## src/rtl/defuzz_wavg.sv

```systemverilog
// Weighted-average (singleton centroid) defuzzifier.
// Computes y = sum(mu_i * s_i) / sum(mu_i) using one multiply-accumulate per
// cycle, then a serial restoring divider that produces one quotient bit per cycle.
// Ports:
//   clk, rst           clock and synchronous active-high reset
//   in_valid/in_ready  job handshake; mu_flat (unsigned Q1.15) and pos_flat (signed Q7.0)
//   out_valid/out_ready result handshake; y is signed Q7.0
//   y_none             1 when every strength is zero (y is then forced to 0)
module defuzz_wavg #(
    parameter int unsigned N_RULES = 4,
    parameter int unsigned MU_W    = 16,
    parameter int unsigned POS_W   = 8
) (
    input  logic                        clk,
    input  logic                        rst,
    input  logic                        in_valid,
    output logic                        in_ready,
    input  logic [N_RULES*MU_W-1:0]     mu_flat,
    input  logic [N_RULES*POS_W-1:0]    pos_flat,
    output logic                        out_valid,
    input  logic                        out_ready,
    output logic signed [POS_W-1:0]     y,
    output logic                        y_none
);

    localparam int unsigned IDX_W  = (N_RULES > 1) ? $clog2(N_RULES) : 1;
    localparam int unsigned PROD_W = MU_W + POS_W + 1;
    localparam int unsigned NUM_W  = PROD_W + IDX_W;
    localparam int unsigned DEN_W  = MU_W + IDX_W;
    localparam int unsigned REM_W  = DEN_W + 1;
    localparam int unsigned CNT_W  = (POS_W > 1) ? $clog2(POS_W) : 1;

    typedef enum logic [1:0] {S_IDLE, S_ACC, S_DIV, S_DONE} state_t;

    state_t                      r_state, w_state_nxt;
    logic [N_RULES*MU_W-1:0]     r_mu;
    logic [N_RULES*POS_W-1:0]    r_pos;
    logic signed [NUM_W-1:0]     r_num;
    logic [DEN_W-1:0]            r_den;
    logic [IDX_W-1:0]            r_idx;
    logic                        r_neg;
    logic [REM_W-1:0]            r_rem;
    logic [POS_W-1:0]            r_dvd;
    logic [POS_W-1:0]            r_quo;
    logic [CNT_W-1:0]            r_cnt;

    logic [MU_W-1:0]             w_mu_arr [N_RULES];
    logic signed [POS_W-1:0]     w_pos_arr [N_RULES];
    logic [MU_W-1:0]             w_mu;
    logic signed [POS_W-1:0]     w_pos;
    logic signed [PROD_W-1:0]    w_mu_ext, w_pos_ext, w_prod;
    logic signed [NUM_W-1:0]     w_num_nxt;
    logic [DEN_W-1:0]            w_den_nxt;
    logic [NUM_W-1:0]            w_abs;
    logic                        w_last;
    logic [REM_W-1:0]            w_trial, w_rem_nxt;
    logic                        w_ge;
    logic [POS_W-1:0]            w_q_nxt;
    logic signed [POS_W-1:0]     w_y;

    // Unpack the captured job into per-rule arrays.
    always_comb begin
        for (int i = 0; i < N_RULES; i++) begin
            w_mu_arr[i]  = r_mu[i*MU_W +: MU_W];
            w_pos_arr[i] = r_pos[i*POS_W +: POS_W];
        end
    end

    // Accumulator datapath: mu is zero-extended so the product stays signed.
    always_comb begin
        w_mu      = w_mu_arr[r_idx];
        w_pos     = w_pos_arr[r_idx];
        w_mu_ext  = PROD_W'({1'b0, w_mu});
        w_pos_ext = PROD_W'(w_pos);
        w_prod    = w_mu_ext * w_pos_ext;
        w_num_nxt = r_num + NUM_W'(w_prod);
        w_den_nxt = r_den + DEN_W'(w_mu);
        w_last    = (r_idx == IDX_W'(N_RULES - 1));
        w_abs     = w_num_nxt[NUM_W-1] ? NUM_W'(-w_num_nxt) : NUM_W'(w_num_nxt);
    end

    // Restoring divider step. The quotient fits in POS_W bits, so the bits of
    // |num| above POS_W are preloaded as the initial remainder (always < den).
    always_comb begin
        w_trial   = {r_rem[REM_W-2:0], r_dvd[POS_W-1]};
        w_ge      = (w_trial >= {1'b0, r_den});
        w_rem_nxt = w_ge ? (w_trial - {1'b0, r_den}) : w_trial;
        w_q_nxt   = {r_quo[POS_W-2:0], w_ge};
        // Negative magnitude up to 2^(POS_W-1) is representable; positive clamps.
        if (r_neg) begin
            w_y = $signed(-w_q_nxt);
        end else if (w_q_nxt[POS_W-1]) begin
            w_y = $signed({1'b0, {(POS_W-1){1'b1}}});
        end else begin
            w_y = $signed(w_q_nxt);
        end
    end

    // State register.
    always_ff @(posedge clk) begin
        if (rst) r_state <= S_IDLE;
        else     r_state <= w_state_nxt;
    end

    // Next-state logic.
    always_comb begin
        w_state_nxt = r_state;
        case (r_state)
            S_IDLE: if (in_valid)  w_state_nxt = S_ACC;
            S_ACC:  if (w_last)    w_state_nxt = (w_den_nxt != '0) ? S_DIV : S_DONE;
            S_DIV:  if (r_cnt == '0) w_state_nxt = S_DONE;
            S_DONE: if (out_ready) w_state_nxt = S_IDLE;
            default:               w_state_nxt = S_IDLE;
        endcase
    end

    // Handshake outputs decoded from the state register.
    always_comb begin
        in_ready  = 1'b0;
        out_valid = 1'b0;
        case (r_state)
            S_IDLE:  in_ready  = 1'b1;
            S_DONE:  out_valid = 1'b1;
            default: ;
        endcase
    end

    // Datapath registers.
    always_ff @(posedge clk) begin
        if (rst) begin
            r_mu   <= '0;
            r_pos  <= '0;
            r_num  <= '0;
            r_den  <= '0;
            r_idx  <= '0;
            r_neg  <= 1'b0;
            r_rem  <= '0;
            r_dvd  <= '0;
            r_quo  <= '0;
            r_cnt  <= '0;
            y      <= '0;
            y_none <= 1'b0;
        end else begin
            case (r_state)
                S_IDLE: begin
                    if (in_valid) begin
                        r_mu  <= mu_flat;
                        r_pos <= pos_flat;
                        r_num <= '0;
                        r_den <= '0;
                        r_idx <= '0;
                    end
                end
                S_ACC: begin
                    r_num <= w_num_nxt;
                    r_den <= w_den_nxt;
                    r_idx <= r_idx + IDX_W'(1);
                    if (w_last) begin
                        if (w_den_nxt == '0) begin
                            y      <= '0;
                            y_none <= 1'b1;
                        end else begin
                            r_neg <= w_num_nxt[NUM_W-1];
                            r_rem <= REM_W'(w_abs >> POS_W);
                            r_dvd <= w_abs[POS_W-1:0];
                            r_quo <= '0;
                            r_cnt <= CNT_W'(POS_W - 1);
                        end
                    end
                end
                S_DIV: begin
                    r_rem <= w_rem_nxt;
                    r_dvd <= {r_dvd[POS_W-2:0], 1'b0};
                    r_quo <= w_q_nxt;
                    r_cnt <= r_cnt - CNT_W'(1);
                    if (r_cnt == '0) begin
                        y      <= w_y;
                        y_none <= 1'b0;
                    end
                end
                default: ;
            endcase
        end
    end

endmodule

```

## config.mk

```make
export PLATFORM = sky130hd
export DESIGN_NAME = defuzz_wavg
export DESIGN_NICKNAME = d
export VERILOG_FILES = /design/src/rtl/defuzz_wavg.sv
export SDC_FILE = /design/constraint.sdc
export NUM_CORES = 1
export LEC_CHECK = 0
export CORE_UTILIZATION = 40
export CTS_BUF_LIST = sky130_fd_sc_hd__clkbuf_2
export DETAILED_ROUTE_END_ITERATION = 16
export DONT_BUFFER_PORTS = 1
export MAX_ROUTING_LAYER = met4
export PLACE_DENSITY = 0.63
export SYNTH_ARGS = -nofsm -noshare
export SYNTH_HDL_FRONTEND = slang
export SYNTH_SLANG_ARGS = --single-unit
```

## constraint.sdc

```tcl
create_clock -name clk -period 10.85 [get_ports clk]
set_input_delay 2.17 -clock clk [delete_from_list [all_inputs] [get_ports clk]]
set_output_delay 2.17 -clock clk [all_outputs]
set_load 0.1 [all_outputs]
```

Yosys cells after proc, flatten, opt, wreduce, memory -nomap -nowiden
Index checks and enable logic that the tools add are counted.

storage, ports and cells
  flip-flop bits (word level) = 191
  latch bits = 0
  bits in writable memories = 0
  ROM bits = 0
  bits of input ports = 100
  logic and storage cells = 91
  memories kept = 0

operators by class
  $add $sub $neg = 7
  multiply operators = 1
  div/mod/pow operators = 0
  order comparisons = 2
  eq/ne operators = 10
  shift operators = 0
  muxes and demuxes = 44
  bitwise operators = 2
  reductions and logical operators = 12

operators by type and width
  kind                                                            count
  18-bit 2-to-1 mux                                               4
  18-bit one-hot mux with 2 select lines                          2
  8-bit 2-to-1 mux                                                8
  27-bit one-hot mux with 2 select lines                          1
  16-bit binary-select mux with 2-bit select                      1
  16-bit 2-to-1 mux                                               2
  8-bit one-hot mux with 2 select lines                           2
  27-bit by 25-bit adder with 27-bit output                       1
  27-bit 2-to-1 mux                                               1
  26-bit 2-to-1 mux                                               1
  26-bit negator                                                  1
  17-bit by 8-bit multiplier with 25-bit output                   1
  7-bit 2-to-1 mux                                                3
  19-bit by 18-bit greater-or-equal comparator with 1-bit output  1
  18-bit by 16-bit adder with 18-bit output                       1
  18-bit zero test                                                1
  18-bit nonzero test                                             1
  18-bit subtractor                                               1
  8-bit binary-select mux with 2-bit select                       1
  7-bit one-hot mux with 2 select lines                           1
  2-bit inequality test (second input constant)                   6
  2-bit 2-to-1 mux                                                5
  8-bit negator                                                   1
  2-bit one-hot mux with 4 select lines                           1
  18 further kinds                                                30

Logic depth before layout (Yosys ltp)
Gate-level depths: netlist of the first run.

  depth after elaboration = 11
  gate-level depth with buffers = 27
  depth with buffers taken out = 23

Worst setup path before layout of the first run
Ideal clock, no wire load.

  kind = reg2reg
  start = register r_idx[0]
  end = register r_dvd[6]
  setup time = 128 ps
  data arrival time = 7032 ps
  data required time = 10722 ps
  setup slack = 3690 ps
  cell stages (with the launch flop) = 23
  path buffers = 3
  clock period less this slack = 7160 ps
  cells stage by stage = dfxtp_1 > buf_4 > buf_1 > mux4_2 > or2_2 > fa_1 > fa_1 > inv_1 > fa_1 > fa_1 > fa_1 > ha_1 > o211ai_1 > a21o_1 > a211oi_1 > nor3_1 > o21a_1 > a311oi_4 > buf_2 > nor2_1 > xor2_1 > o211ai_1 > o31ai_1

between the ends
  word-level cells in the longest chain between the ends = 11
  elaborated cells between the ends (all ways) = 20
  classes of those cells = add/sub (3); mul (1); eq/ne (3); mux (10); bitwise (1); reduce/logical (2)

ends and longest elaborated chain
  item                                                                                                            RTL line  source
  start: declaration                                                                                              40        logic [IDX_W-1:0] r_idx;
  start signal: assignment                                                                                        157       r_idx <= r_idx + IDX_W'(1);
  2-bit NOT with 3-bit output (not written as such)                                                               71, 72
  16-bit binary-select mux with 2-bit select / 8-bit binary-select mux with 2-bit select (equally long branches)  71, 72
  16-bit 2-to-1 mux (not written as such) / 8-bit 2-to-1 mux (equally long branches) (2 in a row)                 71, 72
  17-bit by 8-bit multiplier with 25-bit output                                                                   75        w_prod = w_mu_ext * w_pos_ext;
  27-bit by 25-bit adder with 27-bit output                                                                       76        w_num_nxt = r_num + NUM_W'(w_prod);
  26-bit negator                                                                                                  79        w_abs = w_num_nxt[NUM_W-1] ? NUM_W'(-w_num_nxt) : NUM_W'(w_num_nxt);
  26-bit 2-to-1 mux                                                                                               79
  8-bit 2-to-1 mux                                                                                                159       if (w_den_nxt == '0) begin
  8-bit 2-to-1 mux                                                                                                158       if (w_last) begin
  8-bit one-hot mux with 2 select lines                                                                           144       case (r_state)
  end signal: assignment                                                                                          165       r_dvd <= w_abs[POS_W-1:0];
  end signal: assignment                                                                                          173       r_dvd <= {r_dvd[POS_W-2:0], 1'b0};
  end: declaration                                                                                                43        logic [POS_W-1:0] r_dvd;

Parallel ways exist; a longest one is shown, timed or not. The select of a mux whose other input is x is not followed.
A chain may end at the register's enable or synchronous reset.

Worst setup path after layout of the first run
  start = register r_idx[0]
  end = register r_rem[1]

between the ends
  word-level cells in the longest chain between the ends = 11
  elaborated cells between the ends (all ways) = 20
  classes of those cells = add/sub (3); mul (1); eq/ne (3); mux (10); bitwise (1); reduce/logical (2)

ends and longest elaborated chain
  item                                                                                                            RTL line  source
  2-bit NOT with 3-bit output (not written as such)                                                               71, 72
  16-bit binary-select mux with 2-bit select / 8-bit binary-select mux with 2-bit select (equally long branches)  71, 72
  16-bit 2-to-1 mux (not written as such) / 8-bit 2-to-1 mux (equally long branches) (2 in a row)                 71, 72
  17-bit by 8-bit multiplier with 25-bit output                                                                   75
  27-bit by 25-bit adder with 27-bit output                                                                       76
  26-bit negator                                                                                                  79
  26-bit 2-to-1 mux                                                                                               79
  18-bit 2-to-1 mux                                                                                               159
  18-bit 2-to-1 mux                                                                                               158
  18-bit one-hot mux with 2 select lines                                                                          144
  end signal: assignment                                                                                          164       r_rem <= REM_W'(w_abs >> POS_W);
  end signal: assignment                                                                                          172       r_rem <= w_rem_nxt;
  end: declaration                                                                                                42        logic [REM_W-1:0] r_rem;

Parallel ways exist; a longest one is shown, timed or not. The select of a mux whose other input is x is not followed.

==> reports/results.ini, run 1 <==
[run_status]
outcome = completed

[clocking]
clock_tree_from_tritoncts = done
clock_root_buffer_master = clkbuf_2
cts_buffer_depth = 2
clk_latency_ns = 0.93
ctsResizeCount = 0
cts.sinks = 191
htree_levels = 4
cts-buffers-inserted = 17
post_cts_hold_buffer_count = 0
postcts_setup_bufs = 0
worst_setup_hold_path_clk_slew_ns = 0.39

[layout]
final_net_count = 2110
multiInputGateArea_um2 = 10700
sequential_cell_area_um2 = 3820
design_area_um2 = 16100
area_delta_synth_final_pct = 3.96
layout.cells.most_common_list = 326 x nand2_1, 200 x a21oi_1, 190 x dfxtp_1
layout.cells.most_common = nand2_1
drive_gt1_share_pct = 5.12
fillers = 3867

[synthesis]
basic_gate_share_of_the_synthesized_area_counting_and_or_nand_and_nor_cells_pct = 19.2
count_of_flip_flops_with_a_built_in_enable_after_synthesis = 0
yosys.area_share.adder_pct = 23.5
synth_async_sr_flop_share_pct = 0
post_synth_xor_area_fraction_pct = 3.79
ys.flop_type = dfxtp_1
synthesis.area_um2 = 15500
synth_top_family_by_area = adder cells
synth_area_in_compound_gates_pct = 18.3
synth-seq-cells = 191
yosys_warnings = 0
synth.yosys.seq_area_share_pct = 24.7
synth_mux_area_share_pct = 4.26
syn_inst = 1858
synth.lib_cells_used.distinct = 83
postSynthAreaPerCell_um2 = 8.34
postSynthNetCount = 2183

[placed_design]
finalWeightedCongestion = 0.944
dp_hpwl_mm = 30.9
portBuffers = 0
placed_cell_areas_um2 = 15800

[detailed_routing]
drtAntennaViolNets = 0
vias = 12800
drt_wl_total_mm = 40.9
route.detailed.vias_per_inst = 5.56
drtIter0Drc = 979
average_wire_per_cell_in_the_routed_design_um = 17.7
route.detailed.drc = 0
detailedRoute.firstPassIterationCount = 5

[setup_path]
critical-path-top-cell-by-count = fa_1
regToRegEndpoint = r_rem[1]
cp-start-kind = register
worstPathArrival_ns = 8.75
cp.required_ns = 11.67
r2r_slack_ns = 2.92
critPathKind = register to register
worstRegToRegCells = 20
critical_path.max_stage_delay_ns = 1.04
crit_path_max_fanout = 28
critPathSlowestCell = dfxtp_2
worst_setup_path_end_kind = register
path_cells = mux4_2 -> or2_2 -> fa_1 -> fa_1 -> inv_1 -> fa_1 -> fa_1 -> fa_1 -> ha_1 -> o211ai_1 -> a21o_1 -> a211oi_1 -> nor3_1 -> o21a_1 -> a311oi_4 -> buf_4 -> nor2_1 -> xnor2_1 -> mux2_2 -> a211oi_1
r2r_start = r_idx[0]

[global_routing]
first_global_vias = 12200
groute.layer.met2.usage_pct = 33.6
globalRoute.totalOverflow = 0
track_usage_pct = 21.7
global_route.usage.met1_pct = 28.6
antenna_found_initial = 1
grt_first_pass_wirelength_mm = 65.1
grt_use_met3_pct = 2.48
largest_net_degree_at_the_start_of_global_routing = 196
grt_busiest_layer = met2

[power_and_ir_drop]
total_power_mw = 3.98
max-vdd-ir-drop_uv = 323
power.density_nw_per_um2 = 247
total_leakage_power_nw = 6.90

[sta]
finalMaxSlewViolations = 0
final.period_utilization_pct = 73.1
actual_slew_at_the_worst_max_slew_pin_ns = 1.11
totalNegativeSetupSlack_ns = 0
max_clock_freq_mhz = 126
skew_ns = 0.0609
rsz_0062_raised_after_global_routing = false
post-route-min-period_ns = 7.93
hold_viol = 0
fin_worst_hold_slack_ns = 0.469
max_slew_margin_pct = 26.1
setup-violations-final = 0

[die]
floorplan.die_area_um2 = 39500
fp-row-count = 71
placeableCoreArea_um2 = 37900
ioPinCount = 111
die_h_um = 199
chipWidth_um = 199
floorplan.initialDensity_pct = 40.9

[hold_path]
min_path_cells = 2
worstHoldStart = r_mu[13]
worst_hold_path.endpoint = r_mu[13]
min-delay-path-class = register to register

[job]
cap_violations = 0

metrics by stage:
step / cells / setup slack [ns] / util, %
5_1_grt: 2310 / 2.34 / 42.5
3_5_place_dp: 2277 / 2.98 / 41.6
6_report: 2311 / 2.92 / 42.5
3_3_place_gp: 2277 / 3.04 / 41.6
2_1_floorplan: 1858 / 3.69 / -
4_1_cts: 2309 / 2.88 / 42.5
flip-flops by register name, summed over array words and instances, names as in the netlist, 7 cells and up:
register  flops
r_quo         7
r_den        18
y             8
r_num        27
r_pos        32
r_rem        18
r_mu         64
r_dvd         8
synthesized netlist by cell type (13+ instances only):
cell	count	share of area (%)
xnor2_1	42	2.4
o211ai_1	34	1.6
o21ai_0	35	1.1
ha_1	115	9.3
nor3_1	20	0.65
nand2_1	327	7.9
a21o_1	15	0.73
mux4_2	23	3.3
a21oi_1	201	6.5
nor2_1	138	3.3
a22oi_1	37	1.8
xor2_1	25	1.4
nand3_1	18	0.58
o21a_1	14	0.68
dfxtp_1	191	25
clkbuf_1	78	1.9
nand2b_1	14	0.56
inv_1	142	3.4
fa_1	110	14
and2_1	79	3.2
nor4_1	13	0.52
critical path, delay by kind of cell (launching register included):
family / cells / cell delay [ns]
AOI/OAI and AO/OA: 6 / 1.73
xor gates and xnor gates: 1 / 0.17
adders and majority gates: 6 / 2.90
buffers and inverters: 2 / 0.40
DFF: 1 / 1.04
muxes: 2 / 1.00
and+or+nand+nor: 3 / 0.59
worst max path at each step:
| stage | start | to | slack, ns | cells after the start |
|---|---|---|---|---|
| finish | r_idx[0] | r_rem[1] | 2.92 | 20 |
| global route | r_idx[0] | r_rem[16] | 2.34 | 20 |
| CTS | r_idx[0] | r_rem[1] | 2.88 | 20 |
| detailed placement | r_idx[0] | r_rem[16] | 2.98 | 19 |
| global placement | r_idx[0] | r_rem[1] | 3.04 | 20 |
| floorplan | r_idx[0] | r_dvd[6] | 3.69 | 22 |
cell type report:
| cell class | count | share of cell area [%] |
|---|---|---|
| clock inverters | 15 | 1.44 |
| flip-flops and latches | 191 | 23.7 |
| repair buffers | 9 | 0.419 |
| diodes | 2 | 0.0311 |
| inverters | 143 | 3.33 |
| clock buffers | 17 | 0.528 |
| multi-input cells | 1423 | 66.5 |
| well taps | 511 | 3.97 |
layer usage:
metal  routed length (um)  up-vias
li1                     -     6193
met1                18800     6295
met2                19200      292
met3                 1410       62
met4                 1540        0
met5                    0        -
kinds of logic after synthesis:
family / after synthesis
mux: 37
xor+xnor: 67
buf+inv: 244
simple gates: 660
fa+ha+maj: 225
flops: 191
compound gates: 434
report_power, final:
| part | internal [mW] | total [mW] | switching (mW) | leakage, nW |
|---|---|---|---|---|
| registers | 0.816 | 0.921 | 0.106 | 1.56 |
| logic | 0.941 | 2.61 | 1.67 | 5.17 |
| clock network | 0.101 | 0.441 | 0.340 | 0.179 |
| total | 1.86 | 3.98 | 2.12 | 6.90 |
Power figures use the tool's default switching activity.
==> run 2, diff against run 1 <==
PLACE_DENSITY = 0.65   (was 0.63)
clock period = 6.6 ns   (was 10.85 ns; I/O delays follow)
==> reports/results.ini, run 2 (synthesis gave the netlist of run 1 again) <==
[run_status]
outcome = finished with violations
violated_checks = negative setup slack

[clocking]
clock_tree_from_tritoncts = done
clock_root_buffer_master = clkbuf_2
htree_levels = 4  ; unchanged
cts.sinks = 191  ; unchanged
cts_buffer_depth = 2  ; unchanged
cts-buffers-inserted = 17  ; unchanged
clk_latency_ns = 0.96  ; +0.03 ns
worst_setup_hold_path_clk_slew_ns = 0.39  ; about the same

[global_routing]
antenna_found_initial = 2  ; +1
track_usage_pct = 22.8  ; +1.2 points
grt_first_pass_wirelength_mm = 68.8  ; +5.7%
first_global_vias = 13100  ; +7.6%
globalRoute.totalOverflow = 0  ; unchanged
largest_net_degree_at_the_start_of_global_routing = 196  ; unchanged

[hold_path]
min-delay-path-class = input port to register

[sta]
post-route-min-period_ns = 6.66  ; -1.26 ns
max_slew_margin_pct = 23.5  ; -2.7 points
final.period_utilization_pct = 101  ; +28 points
hold_viol = 0  ; unchanged
skew_ns = 0.0784  ; +0.0175 ns
finalMaxSlewViolations = 0  ; unchanged
max_clock_freq_mhz = 150  ; +19%
totalNegativeSetupSlack_ns = -0.323  ; -0.323 ns
actual_slew_at_the_worst_max_slew_pin_ns = 1.15  ; +0.0398 ns
fin_ws_ns = -0.0643  ; -2.99 ns
rsz_0062_raised_after_global_routing = true
setup-violations-final = 10  ; +10

[placed_design]
portBuffers = 0  ; unchanged
dp_hpwl_mm = 32.2  ; +4.2%
finalWeightedCongestion = 0.867  ; -8.2%

[layout]
drive_gt1_share_pct = 19.0  ; +14 points
largestRegisters = r_mu (64), r_pos (32), r_num (27)
fillers = 3648  ; -5.7%
registers.top_by_ff_count = r_mu
final_net_count = 2268  ; +7.5%
layout.cells.most_common = nand2_1
area_delta_synth_final_pct = 18.5
largest_reg_flops = 64  ; unchanged
layout.cells.most_common_list = 318 x nand2_1, 190 x dfxtp_1, 179 x a21oi_1

[detailed_routing]
drtIter0Drc = 760  ; -22%
detailedRoute.firstPassIterationCount = 5  ; unchanged
drt_wl_total_mm = 43.8  ; +7.2%
vias = 13600  ; +5.6%
average_wire_per_cell_in_the_routed_design_um = 17.7  ; +0.30%
route.detailed.vias_per_inst = 5.49  ; -1.2%
route.detailed.drc = 0  ; unchanged
drtAntennaViolNets = 0  ; unchanged

[power_and_ir_drop]
total_power_mw = 8.02  ; +100%
max-vdd-ir-drop_uv = 435  ; +35%
power.density_nw_per_um2 = 436  ; +77%
total_leakage_power_nw = 7.82  ; +13%

[die]
die_h_um = 199  ; unchanged
placeableCoreArea_um2 = 37900  ; unchanged
chipWidth_um = 199  ; unchanged
floorplan.die_area_um2 = 39500  ; unchanged
ioPinCount = 111  ; unchanged
floorplan.initialDensity_pct = 40.9  ; unchanged
fp-row-count = 71  ; unchanged

[setup_path]
crit_path_max_fanout = 8  ; -71%
worstPathArrival_ns = 7.51  ; -1.24 ns
critPathKind = register to register
worst_setup_path_end_kind = register
critical_path.max_stage_delay_ns = 0.61  ; -0.43 ns
path_cells = clkbuf_16 -> mux4_2 -> buf_6 -> buf_12 -> and2_1 -> fa_1 -> fa_1 -> fa_1 -> fa_1 -> ha_4 -> ha_4 -> buf_6 -> nand4_1 -> a211oi_4 -> buf_4 -> nor3_4 -> o21a_1 -> a311oi_4 -> buf_6 -> buf_6 -> a31oi_1 -> xnor2_1 -> a211oi_1 -> nor3_2
path_buf_inv = 7  ; +5
cp.required_ns = 7.44  ; -4.23 ns
critPathSlowestCell = mux4_2
cp-start-kind = register
cp_top_family = adder cells

[job]
cap_violations = 0  ; unchanged

## run 2: metrics by stage
step	std cells	instance area [um^2]	setup slack, ns	hold slack (ns)	utilization, %
2_1_floorplan	1858	15500	0.00982	0.431	-
3_3_place_gp	2377	16600	-0.108	0.435	43.8
3_5_place_dp	2377	16600	-0.142	0.443	43.8
4_1_cts	2430	17300	0.00279	0.289	45.6
5_1_grt	2470	18400	-0.324	0.315	48.4
6_report	2470	18400	-0.0643	0.405	48.4
## run 2: where the power goes
group / switching, mW / internal (mW)
clock: 0.517 / 0.175
combinational: 3.29 / 2.54
sequential: 0.151 / 1.34
## run 2: layer usage
| layer | wire (um) | vias up | track usage, % | share of wire [%] |
|---|---|---|---|---|
| met4 | 843 | 0 | 6.81 | 1.9 |
| met2 | 21200 | 301 | 36.6 | 48 |
| met5 | 0 | - | - | 0 |
| met1 | 19900 | 6705 | 30.1 | 45 |
| li1 | - | 6513 | - | - |
| met3 | 1880 | 42 | 2.92 | 4.3 |
## run 2: path summary, 6_finish.rpt
kind | from | endpoint | slack [ns] | cells after the start
worst max-delay path | r_idx[0] | r_rem[3] | -0.06 | 24
worst min register to register | r_pos[18] | r_pos[18] | 0.47 | 2
worst max register to register | r_idx[0] | r_rem[3] | -0.06 | 24
worst min-delay path | rst | r_num[8] | 0.41 | 1
## run 2: layout make-up
class                   count  area [um^2]  area share, %
diodes                      3         7.51         0.0409
clock buffers              17         85.1          0.463
clock inverters            15          205           1.12
inverters                 143          537           2.92
multi-input cells        1424        11600           63.2
flip-flops and latches    191         3830           20.8
well taps                 511          639           3.48
repair buffers            166         1450           7.90
## run 2: repair_timing
action                                  4_1_cts  5_1_grt
endpoints found under the hold margin         0        0
buffers inserted                             20       37
pin swaps                                    14      118
hold buffers                                  0        0
gates resized for setup                      39      149
endpoints found under the setup margin       25       27
gates cloned                                  1        1
==> run 3, diff against run 2 <==
--- a/config.mk
+++ b/config.mk
@@ -6,4 +6,5 @@
 export NUM_CORES = 1
 export LEC_CHECK = 0
+export CAP_MARGIN = 15
 export CORE_UTILIZATION = 40
 export CTS_BUF_LIST = sky130_fd_sc_hd__clkbuf_2
==> constraint.sdc (replaced) <==
create_clock -name clk -period 6.6 [get_ports clk]
set_input_delay 1.65 -clock clk [delete_from_list [all_inputs] [get_ports clk]]
set_output_delay 1.65 -clock clk [all_outputs]
set_load 0.1 [all_outputs]
==> results of run 3 <==
Same layout as run 2 (identical final DEF). Status: finished with violations: negative setup slack.
Among the figures that moved: clock-pin slew on the worst setup and hold paths 0.39 ns -> 0.34 ns; hold slack 0.405 ns -> 0.471 ns; end point of the worst hold path r_num[8] -> r_pos[18]
